<file path="src/rtl/seg7_scan_decoder.sv">
// Receive side of a 4-digit scanned 7-segment bus: waits for each anode/segment pattern
// to settle, decodes it back to a digit code and rebuilds the 4-digit value.
module seg7_scan_decoder #(
    parameter int unsigned STABLE_CYCLES = 4,
    parameter int unsigned CNT_W         = 16
) (
    input  logic        clk,
    input  logic        reset,
    input  logic [3:0]  am,
    input  logic [7:0]  seg,
    output logic [15:0] digits,
    output logic [3:0]  dp,
    output logic [3:0]  valid,
    output logic        digit_stb,
    output logic        frame_stb,
    output logic        seg_err,
    output logic        anode_err,
    output logic        err_sticky
);

    localparam logic [CNT_W-1:0] CntMax = CNT_W'(STABLE_CYCLES - 1);

    logic [3:0]       am_s_q, am_p_q;
    logic [7:0]       seg_s_q, seg_p_q;
    logic [CNT_W-1:0] cnt_q, cnt_d, cnt_inc;
    logic             same, capture;

    logic [15:0] digits_q, digits_d;
    logic [3:0]  dp_q, dp_d;
    logic [3:0]  valid_q, valid_d, valid_n;
    logic        digit_stb_q, digit_stb_d;
    logic        frame_stb_q, frame_stb_d;
    logic        seg_err_q, seg_err_d;
    logic        anode_err_q, anode_err_d;
    logic        err_sticky_q, err_sticky_d;

    logic [3:0] code;
    logic       code_bad;
    logic [3:0] sel;
    logic       single;

    // Stability tracking on the registered sample vs. the one before it.
    always_comb begin
        same    = (am_s_q == am_p_q) && (seg_s_q == seg_p_q);
        cnt_inc = cnt_q + 1'b1;
        capture = same && (cnt_q != CntMax) && (cnt_inc == CntMax);
        if (!same) begin
            cnt_d = '0;
        end else if (cnt_q == CntMax) begin
            cnt_d = cnt_q;
        end else begin
            cnt_d = cnt_inc;
        end
    end

    // Blank segments only decode to the blank code with the decimal point off as well;
    // a lone lit dp is not a pattern the driver produces, so it is flagged.
    always_comb begin
        code = 4'hF;
        case (seg_s_q[7:1])
            7'h01:   code = 4'h0;
            7'h4F:   code = 4'h1;
            7'h12:   code = 4'h2;
            7'h06:   code = 4'h3;
            7'h4C:   code = 4'h4;
            7'h24:   code = 4'h5;
            7'h60:   code = 4'h6;
            7'h0D:   code = 4'h7;
            7'h00:   code = 4'h8;
            7'h04:   code = 4'h9;
            7'h7F:   code = seg_s_q[0] ? 4'hA : 4'hF;
            default: code = 4'hF;
        endcase
        code_bad = (code == 4'hF);
    end

    always_comb begin
        sel          = ~am_s_q;
        single       = $onehot(sel);
        valid_n      = valid_q | sel;
        digits_d     = digits_q;
        dp_d         = dp_q;
        valid_d      = valid_q;
        digit_stb_d  = 1'b0;
        frame_stb_d  = 1'b0;
        seg_err_d    = 1'b0;
        anode_err_d  = 1'b0;
        err_sticky_d = err_sticky_q;
        if (capture) begin
            if (single) begin
                for (int i = 0; i < 4; i++) begin
                    if (sel[i]) begin
                        digits_d[4*i +: 4] = code;
                        dp_d[i]            = ~seg_s_q[0];
                    end
                end
                digit_stb_d  = 1'b1;
                seg_err_d    = code_bad;
                err_sticky_d = err_sticky_q | code_bad;
                if (valid_n == 4'hF) begin
                    frame_stb_d = 1'b1;
                    valid_d     = 4'h0;
                end else begin
                    valid_d = valid_n;
                end
            end else if (sel != 4'h0) begin
                anode_err_d  = 1'b1;
                err_sticky_d = 1'b1;
            end
        end
    end

    always_ff @(posedge clk or negedge reset) begin
        if (!reset) begin
            am_s_q       <= '0;
            am_p_q       <= '0;
            seg_s_q      <= '0;
            seg_p_q      <= '0;
            cnt_q        <= '0;
            digits_q     <= '0;
            dp_q         <= '0;
            valid_q      <= '0;
            digit_stb_q  <= 1'b0;
            frame_stb_q  <= 1'b0;
            seg_err_q    <= 1'b0;
            anode_err_q  <= 1'b0;
            err_sticky_q <= 1'b0;
        end else begin
            am_s_q       <= am;
            am_p_q       <= am_s_q;
            seg_s_q      <= seg;
            seg_p_q      <= seg_s_q;
            cnt_q        <= cnt_d;
            digits_q     <= digits_d;
            dp_q         <= dp_d;
            valid_q      <= valid_d;
            digit_stb_q  <= digit_stb_d;
            frame_stb_q  <= frame_stb_d;
            seg_err_q    <= seg_err_d;
            anode_err_q  <= anode_err_d;
            err_sticky_q <= err_sticky_d;
        end
    end

    assign digits     = digits_q;
    assign dp         = dp_q;
    assign valid      = valid_q;
    assign digit_stb  = digit_stb_q;
    assign frame_stb  = frame_stb_q;
    assign seg_err    = seg_err_q;
    assign anode_err  = anode_err_q;
    assign err_sticky = err_sticky_q;

endmodule

</file>
<file path="config.mk">
export PLATFORM = sky130hd
export DESIGN_NAME = seg7_scan_decoder
export DESIGN_NICKNAME = d
export VERILOG_FILES = /design/src/rtl/seg7_scan_decoder.sv
export SDC_FILE = /design/constraint.sdc
export NUM_CORES = 1
export LEC_CHECK = 0
export ABC_AREA = 1
export CORE_ASPECT_RATIO = 2
export CORE_MARGIN = 1
export CORE_UTILIZATION = 60
export DETAILED_ROUTE_END_ITERATION = 6
export HOLD_SLACK_MARGIN = 0.15
export PLACE_DENSITY = 0.85
export SLEW_MARGIN = 15
export SYNTH_ARGS = -nofsm -noshare
export SYNTH_HDL_FRONTEND = slang
export SYNTH_SLANG_ARGS = --single-unit
</file>
<file path="constraint.sdc">
create_clock -name clk -period 4.3 [get_ports clk]
set_input_delay 1.29 -clock clk [delete_from_list [all_inputs] [get_ports clk]]
set_output_delay 1.29 -clock clk [all_outputs]
set_load 0.02 [all_outputs]
</file>
==> impl_results.md, run 1 <==
* Post-DRT Antenna Nets at 0
* FF-to-FF path depth at 10
* Reg-to-Reg End: digits[2]
* Fmax at 377 MHz
* DR iter-0 viols at 155
* Setup TNS Final at 0 ns
* CP peak stage delay at 0.55 ns
* Site row count at 39
* GR peak layer: met2
* Hold_buf cts at 0
* Post-layout min period at 2.66 ns
* Sequential area share after synthesis at 48.6%
* CORE AREA at 5710 sq um
* Post-synth ARST share at 100%
* Actual slew at the worst max-slew pin at 0.697 ns
* CTS tree: done
* RSZ-0062 raised after global routing: no
* Startpoint Class: flip-flop
* Syn_area_per_cell at 7.69 sq um
* Max-Cap Viols at 0
* Fin cells at 579
* H-Tree Level Count at 3
* Final hold vios at 0
* Synthesized Nets at 482
* Crit path max-delay cell type: fa_1
* Root Buffer: clkbuf_16
* Synth Flop Type: dfrtp_1
* Final worst path period share at 61.7%
* Port Buffer Count at 42
* Hold Path End: am_p_q[2]
* Largest net degree at the start of global routing at 52
* Gpl congestion at 0.924
* Num ports at 43
* Post-Place Cells at 563
* Critical path endpoint category: flip-flop
* Initial antenna violation count at 0
* Die footprint at 6250 sq um
* M1 GR Usage at 27.2%
* Global routing usage on met2 at 57.6%
* Hold path depth at 0
* FF+latch count, synth at 69
* Clock-pin slew on the worst setup and hold paths at 0.05 ns
* Reg-to-reg setup timing slack at 1.64 ns
* Post-DP HPWL at 6830 um
* Worst path arrival time at 2.93 ns
* Vias in the first global route at 3153
* Initial Utilization at 62.3%
* R2r startpoint: am_s_q[0]
* Antenna diodes at 0
* Via density at 5.66
* Longest Clk Path Bufs at 2
* First-pass GRT wire length at 14000 um
* # DRC at 0
* DRT Pass-1 Iters at 7
* Grt met3 use at 4.55%
* Die Height at 111 um
* Die W at 56.4 um
* CTS Buf Count at 9
* Hold WC Path Type: flip-flop to flip-flop
* Cells after Synth at 462
* Aggregate global-route resource usage at 30.2%
* Leakage at 2.19 nW
* Layout cells sized above 1 at 6.18%
* DR vias at 3279
* WS Path Type: flip-flop to flip-flop
* CP required at 4.57 ns
* Final Max Tran Viols at 0
* Post_cts resized at 0
* Worst rel slew slack at 53.1%
* Peak supply drop at 0.000368 V
* Run status: finished clean
* Drt wl/cell at 15.2 um
* Worst Skew at 0.00791 ns
* Power, Total at 1.40 mW
* Min-delay src: am_s_q[2]
* Final setup fails at 0
* Crit-path cells: fa_1 -> inv_1 -> ha_1 -> ha_1 -> nor3_1 -> buf_4 -> inv_1 -> nor2_4 -> nand3_1 -> nand2_1
* CTS sink count at 69
* Synth Cell Area at 3550 sq um
* Final #Nets at 533
* GRT overflow at 0
* Post-CTS setup buffer count at 0
* Number of distinct library cells after synthesis at 28
* Yosys warns at 0
* Pwr per Cell Area at 326 nW/um^2
* Number of synthesized flops with an enable pin at 0
* P&R area growth vs syn at 20.6%
* Routed WL at 8800 um
* Worst Path Max Fanout at 21
* Clock latency on the worst-skew pair at 0.34 ns
==> kinds of logic (layout without fill, tap and decap cells) <==
| family | Yosys count | in the layout | share of synthesized area (%) |
|---|---|---|---|
| AND/OR/NAND/NOR | 311 | 311 | 39.4 |
| flip-flops | 69 | 69 | 48.6 |
| buffers and inverters | 61 | 117 | 6.86 |
| AO/OA/AOI/OAI | 10 | 10 | 1.58 |
| adder cells (fa/ha/maj) | 6 | 6 | 2.32 |
| XOR/XNOR | 5 | 5 | 1.23 |
==> registers in the layout (all words and copies together) (netlist names) <==
name        flops
anode_err       1
err_sticky      1
frame_stb       1
dp              4
am_s_q          4
valid           4
cnt_q          16
am_p_q          4
seg_s_q         8
seg_err         1
digits         16
digit_stb       1
seg_p_q         8
==> synth_stat cells, types with 2 or more instances <==
| library cell | number | area, sq um |
|---|---|---|
| nor2_2 | 4 | 25.0 |
| nor2_1 | 59 | 221 |
| nand4_1 | 24 | 150 |
| and2_1 | 3 | 18.8 |
| nor2_4 | 6 | 67.6 |
| nor3_1 | 8 | 40.0 |
| nor4_1 | 2 | 12.5 |
| nand2_2 | 2 | 12.5 |
| buf_6 | 2 | 22.5 |
| a21oi_1 | 3 | 15.0 |
| ha_1 | 5 | 62.6 |
| clkbuf_1 | 2 | 7.51 |
| nand2_1 | 151 | 567 |
| o21ai_0 | 4 | 20.0 |
| and3_1 | 2 | 12.5 |
| dfrtp_1 | 69 | 1730 |
| nand3_2 | 3 | 30.0 |
| inv_1 | 55 | 206 |
| inv_2 | 2 | 7.51 |
| nand3_1 | 45 | 225 |
| xnor2_1 | 4 | 35.0 |
==> power breakdown <==
group / switching (mW) / leakage [nW] / internal [mW]
Combinational: 0.0543 / 1.16 / 0.0287
Clock: 0.252 / 0.125 / 0.388
Sequential: 0.0115 / 0.909 / 0.662
Total: 0.318 / 2.19 / 1.08
==> placed cells by master (no fill, tap or decap) <==
| master | synthesis | layout |
|---|---|---|
| fa_1 | 1 | 1 |
| clkbuf_1 | 2 | 5 |
| nor3_1 | 8 | 8 |
| nor2_2 | 4 | 4 |
| a32oi_1 | 1 | 1 |
| nand3_1 | 45 | 45 |
| o21ai_0 | 4 | 4 |
| clkinv_2 | 0 | 2 |
| nor2_1 | 59 | 59 |
| nand2_2 | 2 | 2 |
| clkdlybuf4s50_1 | 0 | 41 |
| xnor2_1 | 4 | 4 |
| and2_1 | 3 | 3 |
| o211ai_1 | 1 | 1 |
| dfrtp_1 | 69 | 69 |
| xor2_1 | 1 | 1 |
| clkbuf_16 | 0 | 9 |
| o21ai_1 | 1 | 1 |
| nand2_1 | 151 | 151 |
| inv_1 | 55 | 55 |
| inv_2 | 2 | 2 |
| a21oi_1 | 3 | 3 |
| and2b_1 | 1 | 1 |
| nand2_4 | 1 | 1 |
| nor2_4 | 6 | 6 |
| nor4_1 | 2 | 2 |
| nand3_2 | 3 | 3 |
| buf_4 | 0 | 3 |
| nand4_1 | 24 | 24 |
| ha_1 | 5 | 5 |
| and3_1 | 2 | 2 |
==> how the worst max path moves through the flow <==
stage,end,startpoint
2_1_floorplan,digits[1],am_s_q[0]
3_3_place_gp,dp[0],am_s_q[0]
3_5_place_dp,digits[8],am_s_q[0]
4_1_cts,digits[2],am_s_q[0]
5_1_grt,digits[9],am_s_q[0]
6_report,digits[2],am_s_q[0]
==> final cells by class <==
| type | count | area (sq um) |
|---|---|---|
| Clock buffer | 14 | 244 |
| Tap cell | 61 | 76.3 |
| Clock inverter | 2 | 10.0 |
| Timing Repair Buffer | 44 | 433 |
| Sequential cell | 69 | 1730 |
| Inverter | 57 | 214 |
| Fill cell | 442 | 1420 |
| Multi-Input combinational cell | 332 | 1580 |
==> stage by stage <==
step           hold WS [ns]  cell area [sq um]  setup slack [ns]  utilization, %
2_1_floorplan         0.389               3550              1.82               -
3_3_place_gp          0.435               4030              1.78            70.6
3_5_place_dp          0.434               4030              1.65            70.6
4_1_cts               0.441               4290              1.65            75.1
5_1_grt               0.459               4290              1.40            75.1
6_report              0.430               4290              1.64            75.1
==> per-layer routing <==
layer	share of wire, %	wire, um	up-vias
li1	-	-	1574
met1	33	2930	1528
met2	57	5020	143
met3	4.1	363	34
met4	5.6	495	0
met5	0	0	-
==> critical path: cells and delay by family (launching register included) <==
kind	cells	cell delay (ns)
flops	1	0.43
fa+ha+maj	3	1.00
buf+inv	3	0.33
simple gates	4	0.82
(Power assumes the default switching activity.)
==> run 2: changes to the inputs <==
Settings changed: CORE_UTILIZATION 60 to 56, PLACE_DENSITY 0.85 to 0.8.
Clock period 4.3 ns to 2.45 ns, I/O delays scaled along.
==> run 2 against run 1 <==
Effect of this change: via count decreased by 1.2%; register-to-register slack got worse by 1.5 ns; sequential share of layout area down 1.4 points; critical path type unchanged.
==> impl_results.md, run 2 (same netlist as run 1, synthesis figures left out) <==
* Run status: finished clean
* Startpoint Class: flip-flop
* Worst Path Max Fanout at 21
* CTS Buf Count at 9
* DR vias at 3241
* Setup TNS Final at 0 ns
* Final setup fails at 0
* Port Buffer Count at 42
* Largest net degree at the start of global routing at 32
* Most frequent cells in the layout: 151 x nand2_1, 69 x dfrtp_1, 58 x nor2_1
* Initial antenna violation count at 0
* Gpl congestion at 0.929
* Final #Nets at 543
* Post-DP HPWL at 7010 um
* H-Tree Level Count at 3
* Reg-to-reg setup timing slack at 0.1 ns
* CORE AREA at 6060 sq um
* Clock-pin slew on the worst setup and hold paths at 0.05 ns
* Worst rel slew slack at 54.5%
* Post-Place Cells at 592
* Post-DRT Antenna Nets at 0
* Num ports at 43
* Final worst path period share at 96.1%
* R2r startpoint: am_s_q[0]
* Fmax at 425 MHz
* Via density at 5.31
* Final hold vios at 0
* Crit path max-delay cell type: fa_1
* Power, Total at 2.56 mW
* Antenna diodes at 0
* Crit-path cells: fa_1 -> inv_1 -> ha_1 -> ha_1 -> nor3_2 -> buf_4 -> inv_1 -> nor2_4 -> buf_12 -> nand3_1 -> nand2_1
* Final Max Tran Viols at 0
* Routed WL at 9210 um
* Worst path arrival time at 2.62 ns
* Die footprint at 6690 sq um
* Peak supply drop at 0.000586 V
* # DRC at 0
* Initial Utilization at 58.7%
* WS Path Type: flip-flop to flip-flop
* Die Height at 115 um
* Fin cells at 610
* Core Util, Final at 73.4%
* CP required at 2.72 ns
* P&R area growth vs syn at 25.1%
* Critical path endpoint category: flip-flop
* Actual slew at the worst max-slew pin at 0.676 ns
* DRT Pass-1 Iters at 4
* Max-Cap Viols at 0
* Dpl ws at 0.0629 ns
* Clock latency on the worst-skew pair at 0.33 ns
* DR iter-0 viols at 172
* PnR worst setup slack at 0.0963 ns
* Root Buffer: clkbuf_16
* GRT overflow at 0
* Worst Skew at 0.00736 ns
* CP peak stage delay at 0.54 ns
* RSZ-0062 raised after global routing: yes
* Hold WC Path Type: input pin to asynchronous set/reset pin
* Aggregate global-route resource usage at 31.3%
* First-pass GRT wire length at 15200 um
* Reg-to-Reg End: digits[6]
* CTS sink count at 69
* Most common cell after layout, fill and taps aside: nand2_1
* Layout cells sized above 1 at 9.13%
* Site row count at 40
* Die W at 58.3 um
* Vias in the first global route at 3328
* Leakage at 2.26 nW
* Drt wl/cell at 15.1 um
* Post-layout min period at 2.35 ns
* Longest Clk Path Bufs at 2
* CTS tree: done
* FF-to-FF path depth at 11
* Pwr per Cell Area at 575 nW/um^2
==> run 2: cell types whose count changed in the layout (fill, tap and decap cells not counted), sizes merged <==
cell,before,now
buf,3,12
clkbuf,14,13
clkdlybuf4s15,0,1
clkinv,2,1
==> run 2: routing by layer <==
layer  wire length (um)  part of all wire, %  GRT usage [%]
met3                353                  3.8           8.14
met4                420                  4.6           19.7
met1               3160                   34           29.8
met2               5270                   57           57.1
met5                  0                    0              0
==> run 2: metrics by stage <==
stage	hold slack, ns	area [sq um]
after floorplan	0.389	3560
after global placement	0.436	4120
after detailed placement	0.440	4120
after CTS	0.317	4400
after global routing	0.334	4450
final	0.310	4450
==> run 2: cell type report <==
type	count	area, sq um
inverter	57	214
clock buffer	13	280
clock inverter	1	5.00
sequential	69	1730
tap	84	105
fill	481	1610
multi-input combinational	332	1590
timing repair buffer	54	522
==> run 2: how the worst max path moves through the flow <==
stage | from | endpoint | slack (ns) | depth (start not counted)
after detailed placement | am_s_q[0] | dp[0] | 0.06 | 11
after CTS | am_s_q[0] | digits[6] | 0.03 | 11
final | am_s_q[0] | digits[6] | 0.1 | 11
after global placement | am_s_q[0] | digits[3] | 0.11 | 11
after floorplan | am_s_q[0] | digits[1] | 0.05 | 9
after global routing | am_s_q[0] | dp[0] | -0.02 | 11
==> run 2: worst max-delay path: cells and delay by family, from the launching register on <==
kind	cells	cell delay (ns)
and+or+nand+nor	4	0.45
adders and majority gates	3	0.99
DFF	1	0.39
buffers and inverters	4	0.46
==> run 2: power by group <==
part	internal, mW	switching (mW)	total, mW
combinational	0.0627	0.102	0.165
sequential	1.16	0.0193	1.18
clock	0.781	0.429	1.21
==> run 2: what timing repair did <==
| action | in CTS | in global routing |
|---|---|---|
| setup buffers | 0 | 3 |
| endpoints found under the hold margin | 0 | 0 |
| endpoints found under the setup margin | 0 | 24 |
| resized for setup | 0 | 3 |
| hold buffers | 0 | 0 |
==> run 3: changes to the inputs <==
Settings changed: CAP_MARGIN set to 20.
==> results of run 3 <==
Same layout as run 2: the final DEF is identical, and so are final timing and power.
